[src/rtl/beta_pkg.sv]
// Shared Beta definitions: opcodes, ALU function codes, instruction field
// positions and the opcode decoder used by the decode/issue stage.
package beta_pkg;

  localparam int DATA_W   = 32;
  localparam int ZERO_REG = 31;
  localparam logic [4:0] ZERO_IDX = 5'(ZERO_REG);

  localparam logic [5:0] OP_ADD   = 6'h20;
  localparam logic [5:0] OP_SUB   = 6'h21;
  localparam logic [5:0] OP_CMPEQ = 6'h24;
  localparam logic [5:0] OP_CMPLT = 6'h25;
  localparam logic [5:0] OP_CMPLE = 6'h26;
  localparam logic [5:0] OP_AND   = 6'h28;
  localparam logic [5:0] OP_OR    = 6'h29;
  localparam logic [5:0] OP_XOR   = 6'h2A;
  localparam logic [5:0] OP_XNOR  = 6'h2B;
  localparam logic [5:0] OP_SHL   = 6'h2C;
  localparam logic [5:0] OP_SHR   = 6'h2D;
  localparam logic [5:0] OP_SRA   = 6'h2E;
  localparam logic [5:0] CONST_OFS = 6'h10;

  localparam logic [5:0] FN_ADD   = 6'b010000;
  localparam logic [5:0] FN_SUB   = 6'b010001;
  localparam logic [5:0] FN_CMPEQ = 6'b000011;
  localparam logic [5:0] FN_CMPLT = 6'b000101;
  localparam logic [5:0] FN_CMPLE = 6'b000111;
  localparam logic [5:0] FN_AND   = 6'b101000;
  localparam logic [5:0] FN_OR    = 6'b101110;
  localparam logic [5:0] FN_XOR   = 6'b100110;
  localparam logic [5:0] FN_XNOR  = 6'b101001;
  localparam logic [5:0] FN_SHL   = 6'b110000;
  localparam logic [5:0] FN_SHR   = 6'b110001;
  localparam logic [5:0] FN_SRA   = 6'b110011;

  localparam int OPC_MSB = 31;
  localparam int OPC_LSB = 26;
  localparam int RC_MSB  = 25;
  localparam int RC_LSB  = 21;
  localparam int RA_MSB  = 20;
  localparam int RA_LSB  = 16;
  localparam int RB_MSB  = 15;
  localparam int RB_LSB  = 11;
  localparam int LIT_MSB = 15;
  localparam int LIT_LSB = 0;

  typedef struct packed {
    logic       legal;
    logic       is_const;
    logic [5:0] fn;
  } dec_t;

  // The constant form differs from the register form only in bit 4.
  function automatic dec_t decode_op(input logic [5:0] op);
    dec_t       d;
    logic [5:0] base;
    d        = '0;
    base     = op & ~CONST_OFS;
    d.legal  = 1'b1;
    d.is_const = op[4];
    case (base)
      OP_ADD:   d.fn = FN_ADD;
      OP_SUB:   d.fn = FN_SUB;
      OP_CMPEQ: d.fn = FN_CMPEQ;
      OP_CMPLT: d.fn = FN_CMPLT;
      OP_CMPLE: d.fn = FN_CMPLE;
      OP_AND:   d.fn = FN_AND;
      OP_OR:    d.fn = FN_OR;
      OP_XOR:   d.fn = FN_XOR;
      OP_XNOR:  d.fn = FN_XNOR;
      OP_SHL:   d.fn = FN_SHL;
      OP_SHR:   d.fn = FN_SHR;
      OP_SRA:   d.fn = FN_SRA;
      default:  d = '0;
    endcase
    return d;
  endfunction

endpackage

[src/rtl/beta_decode_issue_if.sv]
// Instruction, issue and writeback signals of the Beta decode/issue stage.
// slave is the stage itself, master is whatever surrounds it.
interface beta_decode_issue_if;
  import beta_pkg::*;

  logic              in_valid;
  logic [31:0]       in_instr;
  logic              in_ready;
  logic              out_valid;
  logic              out_ready;
  logic [5:0]        fn;
  logic [DATA_W-1:0] ra;
  logic [DATA_W-1:0] rb;
  logic [4:0]        wa;
  logic              illop;
  logic              wb_en;
  logic [4:0]        wb_addr;
  logic [DATA_W-1:0] wb_data;

  modport master (
    output in_valid, in_instr, out_ready, wb_en, wb_addr, wb_data,
    input  in_ready, out_valid, fn, ra, rb, wa, illop
  );

  modport slave (
    input  in_valid, in_instr, out_ready, wb_en, wb_addr, wb_data,
    output in_ready, out_valid, fn, ra, rb, wa, illop
  );

endinterface

[src/rtl/beta_regfile.sv]
// 32x32 register file: two combinational read ports, one write port,
// asynchronous clear, R31 reads as zero and ignores writes.
// BETA_DECODE_BYPASS_EN: a same-cycle write is forwarded to the read ports.
module beta_regfile
  import beta_pkg::*;
(
  input  logic              clk,
  input  logic              rst_n,
  input  logic [4:0]        rd_a_addr,
  output logic [DATA_W-1:0] rd_a_data,
  input  logic [4:0]        rd_b_addr,
  output logic [DATA_W-1:0] rd_b_data,
  input  logic              wr_en,
  input  logic [4:0]        wr_addr,
  input  logic [DATA_W-1:0] wr_data
);

  logic [DATA_W-1:0] mem [32];

  // Storage: cleared on reset, R31 is never written.
  always_ff @(posedge clk or negedge rst_n) begin
    if (!rst_n) begin
      for (int i = 0; i < 32; i++) mem[i] <= '0;
    end else if (wr_en && wr_addr != ZERO_IDX) begin
      mem[wr_addr] <= wr_data;
    end
  end

  // Read port A.
  always_comb begin
    rd_a_data = mem[rd_a_addr];
`ifdef BETA_DECODE_BYPASS_EN
    if (wr_en && wr_addr == rd_a_addr) rd_a_data = wr_data;
`endif
    if (rd_a_addr == ZERO_IDX) rd_a_data = '0;
  end

  // Read port B.
  always_comb begin
    rd_b_data = mem[rd_b_addr];
`ifdef BETA_DECODE_BYPASS_EN
    if (wr_en && wr_addr == rd_b_addr) rd_b_data = wr_data;
`endif
    if (rd_b_addr == ZERO_IDX) rd_b_data = '0;
  end

endmodule

[src/rtl/beta_decode_issue.sv]
// Beta decode/issue stage: decodes opcode to ALU FN, reads operands, and
// holds a pending-write scoreboard that stalls RAW/WAW hazards until the
// writeback port retires the destination.
// BETA_DECODE_BYPASS_EN: same-cycle writeback is forwarded and clears the
// hazard in that cycle.
module beta_decode_issue
  import beta_pkg::*;
(
  input logic                clk,
  input logic                rst_n,
  beta_decode_issue_if.slave bus
);

  logic [5:0]        op;
  logic [4:0]        rc_idx, ra_idx, rb_idx;
  logic [15:0]       lit;
  dec_t              dec;
  logic [DATA_W-1:0] rd_a, rd_b, lit_sx;
  logic [31:0]       pending, pend_view, pend_nxt;
  logic              hazard, accept;

  logic              out_valid_q, illop_q;
  logic [5:0]        fn_q;
  logic [DATA_W-1:0] ra_q, rb_q;
  logic [4:0]        wa_q;

  assign op     = bus.in_instr[OPC_MSB:OPC_LSB];
  assign rc_idx = bus.in_instr[RC_MSB:RC_LSB];
  assign ra_idx = bus.in_instr[RA_MSB:RA_LSB];
  assign rb_idx = bus.in_instr[RB_MSB:RB_LSB];
  assign lit    = bus.in_instr[LIT_MSB:LIT_LSB];
  assign lit_sx = {{(DATA_W-16){lit[15]}}, lit};
  assign dec    = decode_op(op);

  beta_regfile u_regfile (
    .clk       (clk),
    .rst_n     (rst_n),
    .rd_a_addr (ra_idx),
    .rd_a_data (rd_a),
    .rd_b_addr (rb_idx),
    .rd_b_data (rd_b),
    .wr_en     (bus.wb_en),
    .wr_addr   (bus.wb_addr),
    .wr_data   (bus.wb_data)
  );

  // Pending view used for hazard checks; with bypass the retiring index is free now.
  always_comb begin
    pend_view = pending;
`ifdef BETA_DECODE_BYPASS_EN
    if (bus.wb_en) pend_view[bus.wb_addr] = 1'b0;
`endif
  end

  // Illegal opcodes write nothing and are therefore never stalled.
  assign hazard = dec.legal &&
                  (pend_view[ra_idx] || (!dec.is_const && pend_view[rb_idx]) ||
                   pend_view[rc_idx]);
  assign bus.in_ready = (!out_valid_q || bus.out_ready) && !(bus.in_valid && hazard);
  assign accept       = bus.in_valid && bus.in_ready;

  // Scoreboard next state: clear on writeback, then set on issue so a set wins.
  always_comb begin
    pend_nxt = pending;
    if (bus.wb_en) pend_nxt[bus.wb_addr] = 1'b0;
    if (accept && dec.legal && rc_idx != ZERO_IDX) pend_nxt[rc_idx] = 1'b1;
  end

  // Scoreboard register.
  always_ff @(posedge clk or negedge rst_n) begin
    if (!rst_n) pending <= '0;
    else        pending <= pend_nxt;
  end

  // Issue register: load on accept, drop valid when consumed with nothing behind it.
  always_ff @(posedge clk or negedge rst_n) begin
    if (!rst_n) begin
      out_valid_q <= 1'b0;
      fn_q        <= '0;
      ra_q        <= '0;
      rb_q        <= '0;
      wa_q        <= '0;
      illop_q     <= 1'b0;
    end else if (accept) begin
      out_valid_q <= 1'b1;
      if (dec.legal) begin
        fn_q    <= dec.fn;
        ra_q    <= rd_a;
        rb_q    <= dec.is_const ? lit_sx : rd_b;
        wa_q    <= rc_idx;
        illop_q <= 1'b0;
      end else begin
        fn_q    <= '0;
        ra_q    <= '0;
        rb_q    <= '0;
        wa_q    <= ZERO_IDX;
        illop_q <= 1'b1;
      end
    end else if (bus.out_ready) begin
      out_valid_q <= 1'b0;
    end
  end

  assign bus.out_valid = out_valid_q;
  assign bus.fn        = fn_q;
  assign bus.ra        = ra_q;
  assign bus.rb        = rb_q;
  assign bus.wa        = wa_q;
  assign bus.illop     = illop_q;

endmodule

[src/flat_wrapper.sv]
// flat-port wrapper written by rule: the top's interface ports become plain ports
module beta_decode_issue_flat import beta_pkg::*;
  (clk, rst_n, bus_in_valid, bus_in_instr, bus_out_ready, bus_wb_en, bus_wb_addr, bus_wb_data, bus_in_ready, bus_out_valid, bus_fn, bus_ra, bus_rb, bus_wa, bus_illop);
  beta_decode_issue_if bus_i ();
  input logic clk;
  input logic rst_n;
  input wire logic [$bits(bus_i.in_valid)-1:0] bus_in_valid;
  input wire logic [$bits(bus_i.in_instr)-1:0] bus_in_instr;
  input wire logic [$bits(bus_i.out_ready)-1:0] bus_out_ready;
  input wire logic [$bits(bus_i.wb_en)-1:0] bus_wb_en;
  input wire logic [$bits(bus_i.wb_addr)-1:0] bus_wb_addr;
  input wire logic [$bits(bus_i.wb_data)-1:0] bus_wb_data;
  output wire logic [$bits(bus_i.in_ready)-1:0] bus_in_ready;
  output wire logic [$bits(bus_i.out_valid)-1:0] bus_out_valid;
  output wire logic [$bits(bus_i.fn)-1:0] bus_fn;
  output wire logic [$bits(bus_i.ra)-1:0] bus_ra;
  output wire logic [$bits(bus_i.rb)-1:0] bus_rb;
  output wire logic [$bits(bus_i.wa)-1:0] bus_wa;
  output wire logic [$bits(bus_i.illop)-1:0] bus_illop;
  assign bus_i.in_valid = bus_in_valid;
  assign bus_i.in_instr = bus_in_instr;
  assign bus_i.out_ready = bus_out_ready;
  assign bus_i.wb_en = bus_wb_en;
  assign bus_i.wb_addr = bus_wb_addr;
  assign bus_i.wb_data = bus_wb_data;
  assign bus_in_ready = bus_i.in_ready;
  assign bus_out_valid = bus_i.out_valid;
  assign bus_fn = bus_i.fn;
  assign bus_ra = bus_i.ra;
  assign bus_rb = bus_i.rb;
  assign bus_wa = bus_i.wa;
  assign bus_illop = bus_i.illop;
  beta_decode_issue u_core (.clk(clk), .rst_n(rst_n), .bus(bus_i));
endmodule
[config.mk]
export PLATFORM = sky130hd
export DESIGN_NAME = beta_decode_issue_flat
export DESIGN_NICKNAME = d
export VERILOG_FILES = /design/src/rtl/beta_pkg.sv /design/src/rtl/beta_decode_issue_if.sv /design/src/rtl/beta_regfile.sv /design/src/rtl/beta_decode_issue.sv /design/src/flat_wrapper.sv
export SDC_FILE = /design/constraint.sdc
export NUM_CORES = 2
export LEC_CHECK = 0
export BUFFER_PORTS_ARGS = -buffer_cell sky130_fd_sc_hd__buf_2
export CORE_UTILIZATION = 50
export DETAILED_ROUTE_END_ITERATION = 7
export PLACE_DENSITY_LB_ADDON = 0.3
export RECOVER_POWER = 50
export SLEW_MARGIN = 30
export SYNTH_ARGS = -nofsm -noshare
export SYNTH_HDL_FRONTEND = slang
export SYNTH_HIERARCHICAL = 1
export SYNTH_SLANG_ARGS = --single-unit
export TNS_END_PERCENT = 5
[constraint.sdc]
create_clock -name clk -period 4.16 [get_ports clk]
set_clock_uncertainty 0.15 [all_clocks]
set_input_delay 0.416 -clock clk [delete_from_list [all_inputs] [get_ports clk]]
set_output_delay 0.416 -clock clk [all_outputs]
set_load 0.05 [all_outputs]
==> results by group <==
Outcome
  – Outcome: complete, but fails checks
  – Failing checks: capacitance limit, slew limit

Timing
  – Fmax: 0.2508 GHz
  – Part of the cycle the worst path needs: 95.85%
  – Setup TNS: 0 ns
  – Slew headroom: -83.66%
  – Final setup margin: 0.1727 ns
  – Unrepaired setup endpoints after global routing: no
  – Max-slew violations: 229
  – Final setup fails: 0
  – Tmin final: 3.987 ns
  – Hold_ws: 0.1278 ns
  – Endpoints failing hold: 0
  – Worst-Margin Slew: 2.755 ns

GRT
  – Overall Global Routing Usage: 31.67%
  – Number of global-route vias before repair: 40830
  – Total gr overflow: 0
  – First-pass GRT wire length: 283500 µm
  – Largest net degree at the start of global routing: 118
  – Initial antenna violation count: 13

Synthesis
  – Post-synth EDFFs: 0
  – Cell Area, Synth: 60260 µm²
  – Yosys Warn Count: 6
  – Async SR Flop Fraction: 100.0%
  – Most numerous cell in the Yosys netlist: dfrtp_1
  – Syn Area/Cell: 14.41 µm²
  – Top post-synthesis cells by area: dfrtp_1 (47%), mux2_2 (19%), mux4_2 (15%), mux2i_1 (5.8%), clkbuf_1 (1.4%)
  – Cells after Synth: 4181
  – Syn nets: 4255
  – Post-synth top area share: 47.05%
  – Synth cell count leaders: dfrtp_1 (1133), mux2_2 (1020), mux4_2 (398)
  – Ys flop type: dfrtp_1
  – Netlist cell types: 61
  – Number of synthesized register bits: 1133
  – Synth area leader: dfrtp_1
  – Sequential share of the synthesized area: 47.05%

Clocking
  – H-tree depth: 3
  – Max clock buf depth: 3
  – CTS tree: done
  – Num CTS Buffers: 119
  – Reg clk slew, reported paths: 0.07 ns
  – Root buf cell: clkbuf_16
  – Clock sink count: 1133
  – Worst skew pair latency: 0.75 ns

Place
  – Area after DPL: 62780 µm²
  – GP Congestion: 0.9041
  – Half-perimeter wire length after placement: 112800 µm
  – Number of port buffers: 151
  – Dpl ws: 0.3943 ns

Power and ir drop
  – Peak VDD IR: 329.2 µV
  – Power per cell area: 487.2 nW/µm²
  – Lkg Pwr: 29.34 nW

Worst setup path
  – Worst Path Buf+Inv: 2
  – Critical path class: reg2out
  – Critical Path Fanout Max: 4
  – Crit path cell chain: mux4_2, mux2i_1, nor3b_1, or4b_1, nor4_4, clkbuf_16, nor2_1, nor2_1, clkbuf_4
  – Startpoint Class: register
  – Critical Path RT: 3.59 ns
  – Most Frequent Cell on Critical Path: nor2_1
  – Delay-heaviest family, CP: simple AND/OR/NAND/NOR gates
  – R2R Setup Slk: 0.39 ns
  – Slowest cell on the critical path: or4b_1
  – Critical Path End Type: output port
  – Crit path DAT: 3.42 ns
  – Max incr delay on CP: 0.53 ns

Floorplanning
  – Die H: 349.2 µm
  – Initial core utilization: 50.36%
  – Area of the core: 119700 µm²
  – Io pins: 152
  – Die Wd: 349.2 µm
  – Die area: 121900 µm²
  – FP Rows: 127

Drt
  – DR WL/cell: 32.78 µm
  – WL final: 192800 µm
  – Initial DRC Count: 4268
  – DRC Markers: 0
  – Pre-Repair DR Iteration Count: 5
  – Vias per inst: 6.879
  – Via Count: 40470
  – Number of routed nets with antenna violations: 0

Final layout
  – # diodes: 0
  – Nets: 4240
  – Fill cells: 9529
  – Final instance area: 67140 µm²
  – Layout cell share with drive strength beyond 1: 46.17%
  – Post-Route Utilization: 56.11%
  – Area grow syn2layout: 11.40%

Run
  – Max-cap violations: 11

Min path
  – Hold Path Class: in2reg
[final timing paths]
path,startpoint,end,cells past startpoint
min in group asynchronous,rst_n,u_core/bus.out_valid,2
max,u_core/pend_view[23],bus_in_ready,9
min reg2reg,u_core/u_regfile/mem[15],u_core/u_regfile/mem[15],0
max reg2reg,u_core/pend_view[23],u_core/pend_view[12],10
min,bus_wb_addr[2],u_core/pend_view[20],4
max in group asynchronous,rst_n,u_core/u_regfile/mem[634],4
[metal layers]
| metal | share of wire (%) | routed length [µm] | global-route usage, % |
|---|---|---|---|
| met5 | 0.053 | 102 | 0 |
| met4 | 4.2 | 8004 | 12.10 |
| met3 | 10 | 19980 | 8.293 |
| met2 | 45 | 87030 | 47.74 |
| met1 | 40 | 77720 | 43.95 |
[per-stage QoR]
step / power, W / instances
floorplan: 0.01904 / 4181
finish: 0.03271 / 5883
CTS: 0.03273 / 5879
global route: 0.03388 / 5883
detailed placement: 0.02102 / 5626
global placement: 0.02077 / 5626
[logic make-up after synthesis]
kind of cell | Yosys count | synth area share (%)
mux | 1778 | 39.94
compound gates | 562 | 7.105
simple gates | 218 | 1.902
buf+inv | 488 | 3.978
xor+xnor | 2 | 0.02907
flops | 1133 | 47.05
[report_power, final]
part / total (W) / internal [W] / switching (W) / leakage (nW)
Sequential: 0.0145 / 0.0130 / 0.00150 / 14.6
Combinational: 0.00646 / 0.00361 / 0.00284 / 12.6
Clock: 0.0117 / 0.00706 / 0.00467 / 2.12
[tightest hold or removal path, stage by stage]
cell      delay, ns
buf_2          0.22
nand3b_1       0.19
o21ai_0        0.09
o31ai_1        0.06
[layout make-up]
type                       instances  area, µm²  share of cell area [%]
clock buffer                     155       3336                   4.969
clock inverter                    71      973.4                   1.450
inverter                          16      62.56                 0.09318
multi-input combinational       2560      29710                   44.25
sequential                      1133      28350                   42.23
tap                             1612       2017                   3.004
timing repair buffer             336       2685                   3.999
[placed cells by master (no fill, tap or decap), types with 8 or more instances in the layout]
| cell | n |
|---|---|
| a211oi_1 | 78 |
| a211oi_2 | 15 |
| a21oi_1 | 53 |
| a221o_1 | 33 |
| a221oi_1 | 30 |
| a22oi_1 | 35 |
| a2bb2oi_1 | 33 |
| a31oi_1 | 33 |
| a32o_1 | 33 |
| and2_1 | 31 |
| buf_12 | 40 |
| buf_2 | 141 |
| buf_4 | 78 |
| bufinv_16 | 23 |
| clkbuf_1 | 49 |
| clkbuf_16 | 122 |
| clkbuf_8 | 18 |
| clkinv_2 | 34 |
| clkinvlp_4 | 8 |
| dfrtp_1 | 1133 |
| dlygate4sd3_1 | 27 |
| inv_1 | 13 |
| mux2_1 | 12 |
| mux2_2 | 1020 |
| mux2i_1 | 348 |
| mux4_2 | 398 |
| nand2_1 | 61 |
| nand2_2 | 13 |
| nand3_1 | 10 |
| nand3b_1 | 9 |
| nor2_1 | 23 |
| nor2_4 | 10 |
| o2111ai_1 | 9 |
| o21ai_0 | 59 |
| o221ai_1 | 34 |
| o22ai_1 | 35 |
| o2bb2ai_1 | 36 |
| o31ai_1 | 31 |
[flip-flops by register name, indices dropped and copies added (netlist names)]
name,count
u_core/bus.rb,32
u_core/pend_view,32
u_core/bus.illop,1
u_core/bus.fn,6
u_core/bus.wa,5
u_core/u_regfile/mem,1024
u_core/bus.out_valid,1
u_core/bus.ra,32
[timing repair]
action                                 CTS  global route
setup buffers                            0             2
hold buffers                            27             0
setup endpoints to repair                0             1
resized for setup                        0             5
endpoints found under the hold margin   93             0
Power figures use the tool's default switching activity.
